$ cat config.mk
export PLATFORM = sky130hd
export DESIGN_NAME = counter_sequencer
export DESIGN_NICKNAME = d
export VERILOG_FILES = /design/src/rtl/counter_sequencer.sv
export SDC_FILE = /design/constraint.sdc
export NUM_CORES = 1
export LEC_CHECK = 0
export CAP_MARGIN = 0
export CELL_PAD_IN_SITES_DETAIL_PLACEMENT = 1
export CELL_PAD_IN_SITES_GLOBAL_PLACEMENT = 1
export CORE_MARGIN = 2
export CORE_UTILIZATION = 32
export DETAILED_ROUTE_END_ITERATION = 10
export PLACE_DENSITY = 0.87
export SYNTH_ARGS = -nofsm -noshare
export SYNTH_HDL_FRONTEND = slang
export SYNTH_SLANG_ARGS = --single-unit
$ cat constraint.sdc
create_clock -name clk_i -period 2.7 [get_ports clk_i]
set_clock_uncertainty 0.05 [all_clocks]
set_input_delay 0.27 -clock clk_i [delete_from_list [all_inputs] [get_ports clk_i]]
set_output_delay 0.27 -clock clk_i [all_outputs]
set_load 0.005 [all_outputs]
$ cat src/rtl/counter_sequencer.sv
`default_nettype none
// ============================================================================
// Module      : counter_sequencer
// Description : Programmable interval-timer controller. It owns a BW-bit
//               up-counter and sequences it with a four-state FSM
//               (IDLE, ARMED, RUN, DONE). A valid/ready handshake loads the
//               terminal value, the mode and the prescale value. Start and
//               stop commands move the FSM. The block emits one tick pulse
//               per completed period and a done level in one-shot mode.
//               Optional feature macro: COUNTER_SEQ_PRESCALE_EN. When it is
//               defined, a PW-bit prescaler gates the counter so that the
//               counter advances once every S+1 clocks.
// Revision    : 1.0 - initial release
// ============================================================================
module counter_sequencer #(
    parameter int BW = 4,
    parameter int PW = 4
) (
    input  logic          clk_i,
    input  logic          rst_i,
    input  logic          cfgValid_i,
    output logic          cfgReady_o,
    input  logic [BW-1:0] cfgPeriod_i,
    input  logic          cfgOneShot_i,
    input  logic [PW-1:0] cfgPrescale_i,
    input  logic          start_i,
    input  logic          stop_i,
    output logic [BW-1:0] count_o,
    output logic          tick_o,
    output logic          done_o,
    output logic          busy_o,
    output logic [1:0]    state_o
);

    typedef enum logic [1:0] {
        ST_IDLE  = 2'd0,
        ST_ARMED = 2'd1,
        ST_RUN   = 2'd2,
        ST_DONE  = 2'd3
    } state_t;

    localparam logic [BW-1:0] c_count_zero = '0;
    localparam logic [BW-1:0] c_count_one  = BW'(1);

    state_t        r_state;
    logic [BW-1:0] r_count;
    logic [BW-1:0] r_period;
    logic          r_oneshot;
    logic          r_tick;
    logic          r_done;

    logic          w_cfg_xfer;
    logic          w_terminal;
    logic          w_en;

    // Config is only accepted while the timer is not counting
    assign cfgReady_o = (r_state == ST_IDLE) || (r_state == ST_ARMED);
    assign w_cfg_xfer = cfgValid_i && cfgReady_o;
    assign w_terminal = (r_count == r_period);

`ifdef COUNTER_SEQ_PRESCALE_EN
    logic [PW-1:0] r_prescale;
    logic [PW-1:0] r_pre_cnt;

    localparam logic [PW-1:0] c_pre_zero = '0;
    localparam logic [PW-1:0] c_pre_one  = PW'(1);

    // An enabled edge happens when the prescaler has counted S clocks
    assign w_en = (r_pre_cnt == r_prescale);

    // Prescaler runs only in RUN; leaving RUN (stop, done) or entering it
    // from ARMED/DONE always sees a cleared prescaler.
    always_ff @(posedge clk_i) begin
        if (rst_i) begin
            r_prescale <= c_pre_zero;
            r_pre_cnt  <= c_pre_zero;
        end else begin
            if (w_cfg_xfer) begin
                r_prescale <= cfgPrescale_i;
            end
            if ((r_state == ST_RUN) && !stop_i) begin
                r_pre_cnt <= w_en ? c_pre_zero : (r_pre_cnt + c_pre_one);
            end else begin
                r_pre_cnt <= c_pre_zero;
            end
        end
    end
`else
    logic w_unused_prescale;

    // Without the prescaler every RUN edge advances the counter
    assign w_en              = 1'b1;
    assign w_unused_prescale = ^cfgPrescale_i;
`endif

    // Main sequencer: config capture, state transitions and registered outputs
    always_ff @(posedge clk_i) begin
        if (rst_i) begin
            r_state   <= ST_IDLE;
            r_count   <= c_count_zero;
            r_period  <= c_count_zero;
            r_oneshot <= 1'b0;
            r_tick    <= 1'b0;
            r_done    <= 1'b0;
        end else begin
            // Tick is a single-cycle pulse; only a terminal count raises it
            r_tick <= 1'b0;

            // Config latching is independent of the transition chosen below,
            // so a coincident start in ARMED runs with the new config.
            if (w_cfg_xfer) begin
                r_period  <= cfgPeriod_i;
                r_oneshot <= cfgOneShot_i;
            end

            case (r_state)
                ST_IDLE: begin
                    if (w_cfg_xfer) begin
                        r_state <= ST_ARMED;
                    end
                end

                ST_ARMED: begin
                    if (stop_i) begin
                        r_state <= ST_IDLE;
                        r_count <= c_count_zero;
                    end else if (start_i) begin
                        r_state <= ST_RUN;
                        r_count <= c_count_zero;
                    end
                end

                ST_RUN: begin
                    // Stop beats a coincident terminal count: no tick issued
                    if (stop_i) begin
                        r_state <= ST_IDLE;
                        r_count <= c_count_zero;
                        r_done  <= 1'b0;
                    end else if (w_en) begin
                        if (w_terminal) begin
                            r_tick <= 1'b1;
                            if (r_oneshot) begin
                                r_state <= ST_DONE;
                                r_done  <= 1'b1;
                            end else begin
                                r_count <= c_count_zero;
                            end
                        end else begin
                            r_count <= r_count + c_count_one;
                        end
                    end
                end

                ST_DONE: begin
                    if (stop_i) begin
                        r_state <= ST_IDLE;
                        r_count <= c_count_zero;
                        r_done  <= 1'b0;
                    end else if (start_i) begin
                        r_state <= ST_RUN;
                        r_count <= c_count_zero;
                        r_done  <= 1'b0;
                    end
                end

                default: begin
                    r_state <= ST_IDLE;
                    r_count <= c_count_zero;
                    r_done  <= 1'b0;
                end
            endcase
        end
    end

    assign count_o = r_count;
    assign tick_o  = r_tick;
    assign done_o  = r_done;
    assign busy_o  = (r_state == ST_RUN);
    assign state_o = r_state;

endmodule
`default_nettype wire

==> impl_metrics.tcl, run 1 <==
set metrics [dict create \
    status "complete, no violations" \
    crit_type "reg -> out" \
    first_global_vias 560 \
    finalSetupViolCount 0 \
    fillers 217 \
    syn_inst 63 \
    endpoint_kind "output port" \
    finalNonFillerCells 110 \
    rows 15 \
    drv_slew 0 \
    vias 565 \
    start_util_pct 34.3 \
    firstDrtPassIters 3 \
    setup_ws_ps 993 \
    finalInstanceArea_um2 841 \
    clk_pin_slew_ps 80 \
    arrival_ps 1390 \
    seqCellArea_um2 260 \
    layout-drive-gt1-share_pct 9.41 \
    cts_tree "done" \
    fmax_mhz 586 \
    ys_ff_latch 13 \
    globalRouteOverflowTotal 0 \
    hold_path_depth 2 \
    post-place-ws_ps 774 \
    cts.sinks 13 \
    track_usage_pct 17.2 \
    root_buffer "clkbuf_4" \
    antenna_cells 0 \
    coreArea_mm2 0.00173 \
    cts_setup_buffers 0 \
    synth_top_cell_area_share_pct 44.0 \
    grt_max_degree 16 \
    worstPathRequired_ps 2380 \
    p_leak_nw 0.304 \
    finalNetCount 101 \
    synthTopCellsByArea "dfxtp_1 (44%), mux2i_1 (10%), xnor2_1 (5.9%), nor2_1 (4.4%), a21oi_1 (3.4%)" \
    worst_slew_pin_slew_ps 665 \
    syn_nets 78 \
    routed_wl_um 1490 \
    hold_viol 0 \
    ys_warn_count 0 \
    relSlewSlack_pct 55.6 \
    via_per_inst 5.14 \
    tns_ps 0 \
    synth.avg_cell_area_um2 9.39 \
    die_x_um 47.0 \
    r2r-start "count_o[3]" \
    boundaryPins 24 \
    antenna_found_initial 0 \
    hold_path_class "reg -> reg" \
    ctsResizeCount 0 \
    clock_latency_ps 290 \
    htree_num_levels 1 \
    cts_buffers 3 \
    max-vdd-ir-drop_mv 0.361 \
    final_common_cell "clkdlybuf4s50_1" \
    cp-start-kind "flop" \
    die_area_mm2 0.00221 \
    fin_crit_ps 1710 \
    min_to "done_o" \
    gp_congestion 0.711 \
    hp-start "done_o" \
    dieHeight_um 47.0 \
    layout_common_cells "clkdlybuf4s50_1 (19), dfxtp_1 (13), nor2_1 (7)" \
    place_area_um2 813 \
    crit_fanout 5 \
    holdWs_ps 440 \
    dpl.hpwl_um 1170 \
    dp_cells 106 \
    ctsLongestPathBuffers 2 \
    yosysUniqueCellTypes 25 \
    post-route-period-util_pct 63.2 \
    worstReg2RegEnd "count_o[3]" \
    rsz0062_at_grt "no" \
    io_buffers 19 \
    drc 0 \
    grt_pass1_wl_um 2550 \
    critical_path.startpoint "state_o[1]" \
    power_mw 0.392 \
    area_growth_pct 42.1 \
    power.density_mw_per_mm2 466 \
    worstRegToRegCells 4 \
    wl_per_cell_um 13.5 \
    ys_seq_area_share_pct 44.0 \
    ant_nets 0 \
    maxCapViolCount 0 \
    final_core_util_pct 48.7 \
    rrSetupSlack_ps 1070 \
    syn_area_um2 592 \
    ctsHoldBuffers 0 \
    multiInputGateArea_um2 317 \
    yosys.area.top_type "dfxtp_1" \
    dr.first_iter.drc_count 6 \
]
## worst max path at each step
| stage | slack, ps | endpoint |
|---|---|---|
| 2_1_floorplan | 1210 | count_o[3] |
| 3_3_place_gp | 810 | count_o[3] |
| 3_5_place_dp | 770 | count_o[1] |
| 4_1_cts | 980 | busy_o |
| 5_1_grt | 900 | busy_o |
| 6_report | 990 | busy_o |
## flip-flops by register name (all words and copies together), names as in the netlist
signal / count
count_o: 4
state_o: 2
r_period: 4
r_oneshot: 1
tick_o: 1
done_o: 1
## critical path: stages, from the launching register on
cell	delay (ps)
dfxtp_1	400
nor2b_1	180
clkdlybuf4s50_1	520
## area by class of cell
type / instances / share of cell area (%)
clock buffers: 3 / 2.68
inverters: 2 / 0.893
flip-flops and latches: 13 / 31.0
well taps: 25 / 3.72
multi-input cells: 46 / 37.6
clock inverters: 1 / 0.595
repair buffers: 20 / 23.5
## power breakdown
| part | internal, mW | total (mW) | switching, mW |
|---|---|---|---|
| Combinational | 0.0341 | 0.0620 | 0.0279 |
| Clock | 0.0552 | 0.124 | 0.0690 |
| Sequential | 0.198 | 0.206 | 0.00735 |
## metal layers
metal / GRT usage [%] / up-vias / wire (um)
met5: 0 / - / 0
met4: 12.2 / 0 / 65
met2: 27.7 / 19 / 709
met1: 18.6 / 262 / 620
li1: - / 276 / -
met3: 6.54 / 8 / 90
## cells in the mapped netlist, drive strengths merged
cell / number
dfxtp: 13
nor2: 7
mux2i: 6
a21oi: 4
xnor2: 4
a31oi: 3
o21ai: 3
a311oi: 2
clkbuf: 2
inv: 2
nor2b: 2
nor3: 2
and2b: 1
and3: 1
and4: 1
ha: 1
nand2: 1
nand2b: 1
nand3: 1
nand3b: 1
nand4: 1
nand4b: 1
nor3b: 1
o32ai: 1
or4: 1
## kinds of logic (layout without fill, tap and decap cells)
logic type	count (synthesis)	after routing	share of synthesized area, %
flops	13	13	44.0
mux	6	6	10.1
xor+xnor	4	4	5.92
simple gates	22	22	21.8
fa+ha+maj	1	1	2.11
compound gates	13	13	13.5
buf+inv	4	26	2.54
(Power assumes the default switching activity.)
==> inputs of run 2 (changes only) <==
--- a/config.mk
+++ b/config.mk
@@ -9,9 +9,9 @@
 export CELL_PAD_IN_SITES_DETAIL_PLACEMENT = 1
 export CELL_PAD_IN_SITES_GLOBAL_PLACEMENT = 1
 export CORE_MARGIN = 2
-export CORE_UTILIZATION = 32
+export CORE_UTILIZATION = 29
 export DETAILED_ROUTE_END_ITERATION = 10
-export PLACE_DENSITY = 0.87
+export PLACE_DENSITY = 0.81
 export SYNTH_ARGS = -nofsm -noshare
 export SYNTH_HDL_FRONTEND = slang
 export SYNTH_SLANG_ARGS = --single-unit
==> constraint.sdc (replaced) <==
create_clock -name clk_i -period 1.8 [get_ports clk_i]
set_clock_uncertainty 0.05 [all_clocks]
set_input_delay 0.18 -clock clk_i [delete_from_list [all_inputs] [get_ports clk_i]]
set_output_delay 0.18 -clock clk_i [all_outputs]
set_load 0.005 [all_outputs]
==> run 2 against run 1 <==
Effect of this change: combinational power is 60% higher; count of clock-buffer cells in the layout is 1 higher; final area is 3.7% higher; wire length is 2.0% lower; sequential share of layout area is 1.1 points lower; flip-flop and latch count stayed put; sequential power is 49% higher; worst setup slack worse by 820 ps; clock power is 52% higher; core utilization is 3.8 points lower; via count is 1.2% lower; highest routed layer unchanged.
==> impl_metrics.tcl, run 2 (same netlist as run 1, synthesis figures left out) <==
set metrics [dict create \
    status "complete, no violations" \
    post-route-period-util_pct 90.7 \
    relSlewSlack_pct 76.4 \
    post-place-ws_ps 93.1 \
    dieHeight_um 49.2 \
    die_x_um 49.2 \
    multiInputGateArea_um2 317 \
    coreArea_mm2 0.00194 \
    cts.sinks 13 \
    die_area_mm2 0.00242 \
    hold_viol 0 \
    start_util_pct 30.5 \
    rrSetupSlack_ps 170 \
    seqCellArea_um2 260 \
    arrival_ps 1770 \
    ant_nets 0 \
    drv_slew 0 \
    htree_num_levels 1 \
    antenna_found_initial 0 \
    ctsLongestPathBuffers 2 \
    dp_cells 112 \
    holdWs_ps 430 \
    fillers 223 \
    tns_ps 0 \
    dpl.hpwl_um 1110 \
    io_buffers 19 \
    wl_per_cell_um 12.5 \
    layout_common_cells "clkdlybuf4s50_1 (19), dfxtp_1 (13), nor2_1 (7)" \
    track_usage_pct 13.9 \
    root_buffer "clkbuf_4" \
    finalInstanceArea_um2 872 \
    final_common_cell "clkdlybuf4s50_1" \
    drc 0 \
    cp-start-kind "flop" \
    ctsResizeCount 0 \
    max-vdd-ir-drop_mv 0.392 \
    grt_max_degree 11 \
    finalSetupViolCount 0 \
    worstReg2RegEnd "count_o[3]" \
    via_per_inst 4.81 \
    clock_latency_ps 280 \
    endpoint_kind "flop" \
    worstPathRequired_ps 1940 \
    crit_fanout 5 \
    boundaryPins 24 \
    layout-drive-gt1-share_pct 12.4 \
    clk_pin_slew_ps 80 \
    finalNonFillerCells 116 \
    final_core_util_pct 44.9 \
    globalRouteOverflowTotal 0 \
    firstDrtPassIters 3 \
    power_mw 0.596 \
    min_to "done_o" \
    rsz0062_at_grt "no" \
    vias 558 \
    fin_crit_ps 1630 \
    p_leak_nw 0.322 \
    gp_congestion 0.756 \
    grt_pass1_wl_um 2650 \
    place_area_um2 846 \
    crit_type "reg -> reg" \
    setup_ws_ps 168 \
    fmax_mhz 613 \
    finalNetCount 105 \
    routed_wl_um 1460 \
    worst_slew_pin_slew_ps 353 \
    dr.first_iter.drc_count 4 \
    cts_tree "done" \
    r2r-start "count_o[1]" \
    area_growth_pct 47.4 \
    maxCapViolCount 0 \
    power.density_mw_per_mm2 683 \
    first_global_vias 594 \
    cts_buffers 3 \
    cts_setup_buffers 0 \
    rows 16 \
    hp-start "done_o" \
    hold_path_depth 2 \
    ctsHoldBuffers 0 \
    worstRegToRegCells 4 \
    antenna_cells 0 \
    hold_path_class "reg -> reg" \
]
==> run 2: cell count changes in the layout (fill, tap and decap cells not counted) <==
cell,change
buf_4,+4
clkinv_2,-1
clkbuf_1,+1
==> run 2: critical path, cell delays in order (launching register included) <==
cell and delay [ps]:
dfxtp_1 440, xnor2_1 120, and4_4 190, or4_1 470, a311oi_1 270
==> run 2: cell type report <==
| cell class | count | share of cell area (%) |
|---|---|---|
| tap | 27 | 3.87 |
| inverter | 2 | 0.861 |
| timing repair buffer | 24 | 26.1 |
| multi-input combinational | 46 | 36.3 |
| sequential | 13 | 29.8 |
| clock buffer | 4 | 3.01 |
==> run 2: power by group <==
| part | total, mW | internal [mW] | switching [mW] |
|---|---|---|---|
| Combinational | 0.0995 | 0.0569 | 0.0426 |
| Clock | 0.189 | 0.0861 | 0.103 |
| Sequential | 0.307 | 0.297 | 0.00982 |
| Total | 0.596 | 0.440 | 0.155 |
==> run 2: per-layer routing <==
layer	vias up	global-route usage (%)	part of all wire, %
met2	15	23.2	45
met4	0	4.76	1.3
li1	286	-	-
met3	3	3.99	3.6
met1	254	17.0	50
met5	-	0	0
==> run 2: worst max path at each step <==
stage	startpoint	end	slack [ps]	cells past startpoint
detailed placement	stop_i	count_o[1]	90	6
floorplan	count_o[3]	count_o[3]	310	4
CTS	count_o[2]	count_o[3]	160	4
global route	count_o[2]	count_o[3]	20	4
global placement	stop_i	count_o[1]	130	6
finish	count_o[1]	count_o[3]	170	4
